### src/rtl/uart_tx_fifo_feeder.sv
// uart_tx_fifo_feeder: byte FIFO plus send sequencer in front of uart_byte_tx.
// Producers push bytes at any rate. The sequencer pops one byte, pulses Send_Go
// for one cycle, and then waits for Tx_done before it releases the next byte.
module uart_tx_fifo_feeder #(
   parameter int DEPTH  = 16,
   parameter int ADDR_W = 4
) (
   input  logic              clk,
   input  logic              reset,
   input  logic [7:0]        wr_data,
   input  logic              wr_en,
   output logic              full,
   output logic              empty,
   output logic [ADDR_W:0]   count,
   output logic              overflow,
   output logic [7:0]        Data,
   output logic              Send_Go,
   input  logic              Tx_done,
   output logic              tx_busy
);

   typedef enum logic [1:0] {
      ST_IDLE,
      ST_START,
      ST_WAIT
   } state_t;

   localparam logic [ADDR_W:0]   FULL_CNT = (ADDR_W + 1)'(DEPTH);
   localparam logic [ADDR_W:0]   CNT_ONE  = (ADDR_W + 1)'(1);
   localparam logic [ADDR_W-1:0] PTR_ONE  = ADDR_W'(1);

   logic [7:0]        mem_q [DEPTH];
   state_t            state_q,    state_d;
   logic [ADDR_W-1:0] wr_ptr_q,   wr_ptr_d;
   logic [ADDR_W-1:0] rd_ptr_q,   rd_ptr_d;
   logic [ADDR_W:0]   count_q,    count_d;
   logic              full_q,     full_d;
   logic              empty_q,    empty_d;
   logic              overflow_q, overflow_d;
   logic [7:0]        data_q,     data_d;
   logic              send_go_q,  send_go_d;
   logic              busy_q,     busy_d;
   logic              do_write;
   logic              do_pop;

   // Next-state logic for the FIFO bookkeeping and the send sequencer.
   always_comb begin
      // NOTE: every signal gets a default before the case, so no path can leave one unassigned and infer a latch.
      state_d = state_q;
      data_d  = data_q;
      // The full flag is sampled before any pop, so a pop on the same edge never admits a write into a full FIFO.
      do_write = wr_en && !full_q;
      do_pop   = (state_q == ST_IDLE) && !empty_q;

      case (state_q)
         ST_IDLE: begin
            if (!empty_q) begin
               state_d = ST_START;
               data_d  = mem_q[rd_ptr_q];
            end
         end
         ST_START: state_d = ST_WAIT;
         ST_WAIT:  if (Tx_done) state_d = ST_IDLE;
         default:  state_d = ST_IDLE;
      endcase

      wr_ptr_d = do_write ? wr_ptr_q + PTR_ONE : wr_ptr_q;
      rd_ptr_d = do_pop   ? rd_ptr_q + PTR_ONE : rd_ptr_q;

      count_d = count_q;
      if (do_write && !do_pop)      count_d = count_q + CNT_ONE;
      else if (!do_write && do_pop) count_d = count_q - CNT_ONE;

      full_d     = (count_d == FULL_CNT);
      empty_d    = (count_d == '0);
      overflow_d = wr_en && full_q;
      send_go_d  = (state_d == ST_START);
      busy_d     = (state_d != ST_IDLE);
   end

   // Byte storage. Only accepted writes update an entry.
   always_ff @(posedge clk) begin
      // NOTE: the storage array has no reset. count gates every read, so a stale entry is never presented.
      if (do_write) mem_q[wr_ptr_q] <= wr_data;
   end

   // State, pointer and registered-output flops, with synchronous reset.
   always_ff @(posedge clk) begin
      // NOTE: non-blocking assignments, so every flop samples the pre-edge values of its neighbours.
      if (reset) begin
         state_q    <= ST_IDLE;
         wr_ptr_q   <= '0;
         rd_ptr_q   <= '0;
         count_q    <= '0;
         full_q     <= 1'b0;
         empty_q    <= 1'b1;
         overflow_q <= 1'b0;
         data_q     <= 8'h00;
         send_go_q  <= 1'b0;
         busy_q     <= 1'b0;
      end else begin
         state_q    <= state_d;
         wr_ptr_q   <= wr_ptr_d;
         rd_ptr_q   <= rd_ptr_d;
         count_q    <= count_d;
         full_q     <= full_d;
         empty_q    <= empty_d;
         overflow_q <= overflow_d;
         data_q     <= data_d;
         send_go_q  <= send_go_d;
         busy_q     <= busy_d;
      end
   end

   assign full     = full_q;
   assign empty    = empty_q;
   assign count    = count_q;
   assign overflow = overflow_q;
   assign Data     = data_q;
   assign Send_Go  = send_go_q;
   assign tx_busy  = busy_q;

endmodule

### config.mk
export PLATFORM = sky130hd
export DESIGN_NAME = uart_tx_fifo_feeder
export DESIGN_NICKNAME = d
export VERILOG_FILES = /design/src/rtl/uart_tx_fifo_feeder.sv
export SDC_FILE = /design/constraint.sdc
export NUM_CORES = 1
export LEC_CHECK = 0
export CORE_MARGIN = 1
export CORE_UTILIZATION = 45
export CTS_BUF_LIST = sky130_fd_sc_hd__clkbuf_8
export DETAILED_ROUTE_END_ITERATION = 8
export DONT_BUFFER_PORTS = 1
export PLACE_DENSITY = 0.71
export SYNTH_ARGS = -nofsm -noshare
export SYNTH_HDL_FRONTEND = slang
export SYNTH_SLANG_ARGS = --single-unit
### constraint.sdc
create_clock -name clk -period 2 [get_ports clk]
set_input_delay 0.2 -clock clk [delete_from_list [all_inputs] [get_ports clk]]
set_output_delay 0.2 -clock clk [all_outputs]
set_load 0.01 [all_outputs]
# Word-level counts from Yosys, hierarchy flattened
# Memories as Yosys holds them, arrays and structs flattened. A register that Yosys moved wholly into a read port is not among the register bits.
# Index checks and enable logic that the tools add are counted.
[classes]
add_sub_neg = 4
eq_ne = 4
muxes = 7
bitwise_logic = 1
reduce_logical = 13
[ops]
columns = ["operator", "n"]
rows = [
  ["$mux W5", 2],
  ["$add A4 B1 Y4 const B", 2],
  ["$pmux W2 S3", 1],
  ["$add A5 B1 Y5 const B", 1],
  ["$eq A5 B5 Y1 const B", 1],
  ["$logic_and A1 B1 Y1", 5],
  ["$logic_not A5 Y1", 1],
  ["$sub A5 B1 Y5 const B", 1],
  ["$eq A2 B1 Y1 const B", 2],
  ["$logic_not A1 Y1", 4],
  ["$mux W2", 2],
  ["$eq A2 B2 Y1 const B", 1],
  ["$logic_not A2 Y1", 1],
  ["$mux W1", 2],
  ["$reduce_and A2 Y1", 1],
  ["$reduce_bool A2 Y1", 1],
  ["$not A1 Y1", 1],
]
[totals]
reg_bits = 20
mem_bits_rw = 128
in_bits = 12
output_inout_bits = 18
wordCells = 39
n_memories = 1
[mem_list]
columns = ["memory", "words", "width", "rd", "rd_ports_with_merged_regs", "write_ports", "line_no", "text"]
rows = [
  ["mem_q", 16, 8, 1, 1, 1, "32", "logic [7:0] mem_q [DEPTH];"],
]

# Longest topological paths before layout
# Gate-level depths: netlist of the first run.
[depth]
ltp_word = 7
depth_mapped = 7
depth_no_buf = 7

# Worst setup path before layout of the first run
# No wires, ideal clock.
[synth_timing]
path_type = "register to register"
from = "reg full_q (netlist: full)"
to = "mem mem_q[3][0] (enable)"
setup_time_ns = 0.383
t_arrival_ns = 1.634
required_time_ns = 1.617
path_slack_ns = -0.018
path_stages_with_launch = 5
n_path_buf = 1
period_less_slack_ns = 2.018
cell_sequence = "dfxtp_1 > nor2b_1 > clkbuf_1 > nand2_1 > nor3_1"
[synth_via]
elab_chain_cells = 4
[synth_lines]
columns = ["element", "line_no", "text"]
rows = [
  ["start, declared", "37", "logic full_q, full_d;"],
  ["start signal, assigned", "106", "full_q <= full_d;"],
  ["$logic_not A1 Y1", "52", "do_write = wr_en && !full_q;"],
  ["$logic_and A1 B1 Y1", "52", ""],
  ["$mux W1", "84", "if (do_write) mem_q[wr_ptr_q] <= wr_data;"],
  ["$mux W1 (implied by the code)", "84", ""],
  ["end, declared", "32", ""],
]
# No other way between the ends.

# Worst setup path after layout of the first run
[layout_timing]
from = "reg count_q[0] (netlist: count[0])"
to = "reg empty_q (netlist: empty)"
[layout_via]
elab_chain_cells = 4
elab_cells_between_ends = 5
classes_between = "2 x add/sub; 2 x mux; 1 x reduce/logical"
[layout_lines]
columns = ["element", "line_no", "text"]
rows = [
  ["start, declared", "36", "logic [ADDR_W:0] count_q, count_d;"],
  ["start signal, assigned", "105", "count_q <= count_d;"],
  ["$sub A5 B1 Y5", "72", "else if (!do_write && do_pop) count_d = count_q - CNT_ONE;"],
  ["$mux W5", "72", ""],
  ["$mux W5 (*)", "71", "if (do_write && !do_pop) count_d = count_q + CNT_ONE;"],
  ["$logic_not A5 Y1 (*)", "75", "empty_d = (count_d == '0);"],
  ["end signal, assigned", "107", "empty_q <= empty_d;"],
  ["end, declared", "38", "logic empty_q, empty_d;"],
]
# Mark *: on every way between the ends. The rest lies on a longest branch, timed or not.
# A chain may end at the register's enable or synchronous reset.

==> results_dict.tcl, run 1 <==
set metrics [dict create \
    overflow 0 \
    p_leak_nw 2.31 \
    maxSlewViolCount 0 \
    critPathMaxFanout 2 \
    comb_power_share_pct 22.1 \
    synth_top_area_share_pct 63.5 \
    dp_slack_ns 0.0249 \
    synth_area_leaders "edfxtp_1, mux4_2, dfxtp_1" \
    antenna_cells 0 \
    setup_violations 0 \
    clockRootBuffer "clkbuf_8" \
    vias 3240 \
    yosys_register_bits 156 \
    first_iter_violations 283 \
    power_switching_mw 2.20 \
    timing.final.ws_setup_ns 0.106 \
    grt-busiest-layer "met2" \
    grt_max_degree 36 \
    firstDrtPassIters 5 \
    hold_ws_ns 0.0450 \
    start_util_pct 47.0 \
    p_int_mw 5.62 \
    post_cts.repair.setup_buffers 0 \
    fp.dieW_microns 118 \
    core_region_area_sq_um 12900 \
    synth_common_cells "edfxtp_1, nor2_1, mux4_2" \
    synth_cell_types 37 \
    async_flop_share_pct 0 \
    clkPwrFrac_pct 28.0 \
    clockBufferDepth 2 \
    clk_latency_ns 0.45 \
    critPathKind "reg -> reg" \
    nets 411 \
    synth.avg_cell_area_sq_um 17.3 \
    place_hpwl_microns 7890 \
    grt_antenna_before_repair 0 \
    hold_viol 0 \
    grt_use_met1_pct 27.1 \
    cts_tree "yes" \
    layout-drive-gt1-share_pct 24.0 \
    port_buffers 0 \
    grt_pass1_vias 3405 \
    drv_cap 0 \
    cp_data_arrival_time_ns 2.24 \
    area_growth_pct 15.1 \
    synth_flop_cell "edfxtp_1" \
    dp.cells 535 \
    cp-end-kind "flip-flop" \
    power.share.sequential_pct 49.9 \
    wl_microns 12600 \
    syn_area_sq_um 6050 \
    numCtsBuffers 17 \
    die_h_microns 118 \
    synth-edff-count 128 \
    drc 0 \
    layoutNonFillerInstCount 577 \
    cp.required_ns 2.35 \
    die_area_sq_um 13900 \
    vdd_drop_max_uv 507 \
    viasPerCell 5.62 \
    path_clk_slew_ns 0.08 \
    synth.most_common_cell "edfxtp_1" \
    cts_max_level 4 \
    track_usage_pct 19.7 \
    io-pin-count 30 \
    fin_crit_sh_pct 94.7 \
    period_needed_ns 1.89 \
    cp-start-kind "flip-flop" \
    status "finished clean" \
    fin_skew_ns 0.0115 \
    swShare_pct 28.2 \
    worstMarginPinSlew_ns 1.15 \
    relSlewSlack_pct 23.1 \
    gp_congestion 0.855 \
    grtUsageMet2_pct 29.8 \
    synth_nets 369 \
    p_per_area_nw_per_um2 1120 \
    synth_cells 350 \
    yosys.area.top_type "edfxtp_1" \
    ant_nets 0 \
    yosys_warnings 0 \
    wl_per_cell_microns 21.8 \
    max_freq_mhz 528 \
    rows 41 \
    setup_tns_ns 0 \
    numClockSinks 156 \
    power_mw 7.82 \
    yosysSeqAreaShare_pct 72.8 \
    grt_first_pass_wirelength_microns 19700 \
    min_path_type "in -> reg" \
    grt_util_met3_pct 5.18 \
]
-- metrics by stage --
stage | instance area, sq um | utilization [%]
2_1_floorplan | 6050 | -
3_3_place_gp | 6470 | 50.3
3_5_place_dp | 6470 | 50.3
4_1_cts | 6940 | 53.9
5_1_grt | 6960 | 54.1
6_report | 6960 | 54.1
-- layout by cell type (no fill, tap or decap), types with 3 or more instances in the layout --
| cell type | instances |
|---|---|
| edfxtp_1 | 128 |
| dfxtp_1 | 27 |
| mux4_2 | 32 |
| inv_1 | 10 |
| a22oi_1 | 15 |
| clkbuf_8 | 18 |
| nand2b_1 | 3 |
| buf_4 | 30 |
| dlygate4sd3_1 | 10 |
| ha_1 | 7 |
| nor3_1 | 4 |
| buf_12 | 3 |
| xor2_1 | 6 |
| nand2_1 | 14 |
| nor2_1 | 37 |
| a21oi_1 | 19 |
| xnor2_1 | 3 |
-- path summary, 6_finish.rpt --
kind,start,to,slack (ns),depth (start not counted)
max,count[0],empty,0.11,7
min,Tx_done,state_q[1],0.05,3
max reg2reg,count[0],empty,0.11,7
min reg2reg,wr_ptr_q[1],wr_ptr_q[1],0.53,2
-- power groups by stage --
stage	clock network [mW]	logic [mW]	registers (mW)
global placement	0	1.58	3.96
CTS	2.24	1.68	3.90
floorplan	0	1.11	3.96
global route	2.35	1.89	3.93
finish	2.19	1.73	3.90
detailed placement	0	1.61	3.97
-- repair_timing --
item,4_1_cts,5_1_grt
endpoints found under the setup margin,0,59
hold endpoints to repair,156,0
hold buffers,10,0
gates resized for setup,0,5
-- cell families (layout without fill, tap and decap cells) --
kind of cell    Yosys count  in the layout  share of synthesized area [%]
flops                   156            156                           72.8
xor+xnor                  9              9                           1.30
simple gates             77             77                           6.02
mux                      33             33                           12.1
buf+inv                  24             79                           1.63
compound gates           44             44                           4.72
fa+ha+maj                 7              7                           1.45
-- registers in the layout, indices dropped and copies added (netlist names), 2 cells and up --
name	count
mem_q	128
count	5
wr_ptr_q	4
state_q	2
rd_ptr_q	4
Data	8
-- layout make-up --
class                   instances  area, sq um
flip-flops and latches        156         4410
multi-input cells             170         1580
well taps                     172          215
fillers                      1000         5910
repair buffers                 43          385
inverters                       4         15.0
clock inverters                14          116
clock buffers                  18          248
-- routing by layer --
| layer | wire (microns) | part of all wire [%] |
|---|---|---|
| met1 | 5570 | 44 |
| met3 | 760 | 6.0 |
| met4 | 156 | 1.2 |
| met5 | 0 | 0 |
| met2 | 6110 | 48 |
-- critical path: stages (launching register included) --
cell	delay, ns
dfxtp_1	0.31
inv_1	0.09
ha_1	0.16
or4b_4	0.48
nor4_4	0.19
a311oi_1	0.10
or2_1	0.25
a41o_1	0.22
(Power assumes the default switching activity.)
==> inputs of run 2 (changes only) <==
==> constraint.sdc (replaced) <==
create_clock -name clk -period 2 [get_ports clk]
set_input_delay 0.1 -clock clk [delete_from_list [all_inputs] [get_ports clk]]
set_output_delay 0.1 -clock clk [all_outputs]
set_load 0.01 [all_outputs]
==> results_dict.tcl, run 2 (synthesis results as in run 1) <==
set metrics [dict create \
    wl_microns 12600 \
    final_common_cell "edfxtp_1" \
    setup_violations 0 \
    maxSlewViolCount 0 \
    overflow 0 \
    gp_congestion 0.855 \
    cp-start-kind "flip-flop" \
    track_usage_pct 19.7 \
    fin_skew_ns 0.0113 \
    clockBufferDepth 2 \
    post_cts.repair.setup_buffers 0 \
    hold_viol 0 \
    start_util_pct 47.0 \
    drv_cap 0 \
    final_cell_mix "edfxtp_1, nor2_1, mux4_2" \
    regMostFlops "mem_q" \
    worstMarginPinSlew_ns 1.15 \
    die_area_sq_um 13900 \
    vdd_drop_max_uv 506 \
    timing.final.ws_setup_ns 0.0808 \
    viasPerCell 5.57 \
    die_h_microns 118 \
    cp.required_ns 2.34 \
    drc 0 \
    cp_data_arrival_time_ns 2.26 \
    critPathMaxFanout 2 \
    numClockSinks 156 \
    critPathKind "reg -> reg" \
    status "finished clean" \
    numCtsBuffers 17 \
    firstDrtPassIters 5 \
    fillCellCount 999 \
    rows 41 \
    dp_slack_ns 0.0249 \
    layout-drive-gt1-share_pct 23.9 \
    clockRootBuffer "clkbuf_8" \
    core_region_area_sq_um 12900 \
    path_clk_slew_ns 0.08 \
    p_leak_nw 2.32 \
    cts_max_level 4 \
    wl_per_cell_microns 21.8 \
    grt_max_degree 36 \
    cts_tree "yes" \
    max_freq_mhz 521 \
    cp-end-kind "flip-flop" \
    first_iter_violations 262 \
    place_hpwl_microns 7890 \
    ant_nets 0 \
    nets 412 \
    multi_input_area_sq_um 1580 \
    vias 3221 \
    clk_latency_ns 0.44 \
    antenna_cells 0 \
    p_per_area_nw_per_um2 1120 \
    area_growth_pct 15.3 \
    io-pin-count 30 \
    fin_crit_sh_pct 96.0 \
    largest_register_ffs 128 \
    setup_tns_ns 0 \
    grt_first_pass_wirelength_microns 19700 \
    grt_antenna_before_repair 0 \
    port_buffers 0 \
    min_path_type "in -> reg" \
    relSlewSlack_pct 23.3 \
    seqCellArea_sq_um 4410 \
    period_needed_ns 1.92 \
    fp.dieW_microns 118 \
    grt_pass1_vias 3421 \
]
==> run 2: final cells by class <==
cell class / count / area share [%]
Clock inverter: 14 / 1.67
Sequential cell: 156 / 63.2
Inverter: 4 / 0.215
Clock buffer: 18 / 3.55
Tap cell: 172 / 3.09
Timing Repair Buffer: 44 / 5.67
Multi-Input combinational cell: 170 / 22.6
==> run 2: timing repair <==
item                                    CTS  global route
endpoints found under the hold margin   156             0
gates resized for setup                   0             5
endpoints found under the setup margin    0            59
hold buffers                             11             0
==> run 2: metrics by stage <==
step | cells | util [%] | hold slack (ns) | power [mW] | area (sq um)
floorplan | 350 | - | 0.199 | 5.07 | 6050
global placement | 535 | 50.3 | 0.175 | 5.54 | 6470
detailed placement | 535 | 50.3 | 0.172 | 5.58 | 6470
CTS | 578 | 54.0 | 0.0363 | 7.82 | 6950
global route | 578 | 54.2 | 0.0512 | 8.17 | 6970
finish | 578 | 54.2 | 0.0722 | 7.82 | 6970
==> run 2: worst paths after layout <==
check	startpoint	end	slack (ns)	depth (start not counted)
hold reg to reg	wr_ptr_q[1]	wr_ptr_q[1]	0.53	2
hold / removal	wr_en	wr_ptr_q[1]	0.07	3
setup reg to reg	count[0]	empty	0.08	7
setup / recovery	count[0]	empty	0.08	7
==> run 2: report_power, final <==
part | internal [mW] | leakage, nW | switching, mW | total (mW)
logic | 0.799 | 0.726 | 0.931 | 1.73
registers | 3.72 | 1.39 | 0.182 | 3.90
clock network | 1.10 | 0.205 | 1.09 | 2.19
==> run 2: worst max-delay path: stages (launching register included) <==
cell and delay, ns:
dfxtp_1 0.31, inv_1 0.09, ha_1 0.16, or4b_4 0.49, nor4_4 0.21, a311oi_1 0.10
or2_1 0.25, a41o_1 0.22
==> run 2: routing by layer <==
| layer | global-route usage, % | vias up | wire length, microns |
|---|---|---|---|
| met5 | 0 | - | 0 |
| met4 | 7.85 | 0 | 138 |
| met3 | 5.57 | 13 | 847 |
| met2 | 30.0 | 110 | 6130 |
| met1 | 26.8 | 1640 | 5500 |
| li1 | - | 1458 | - |
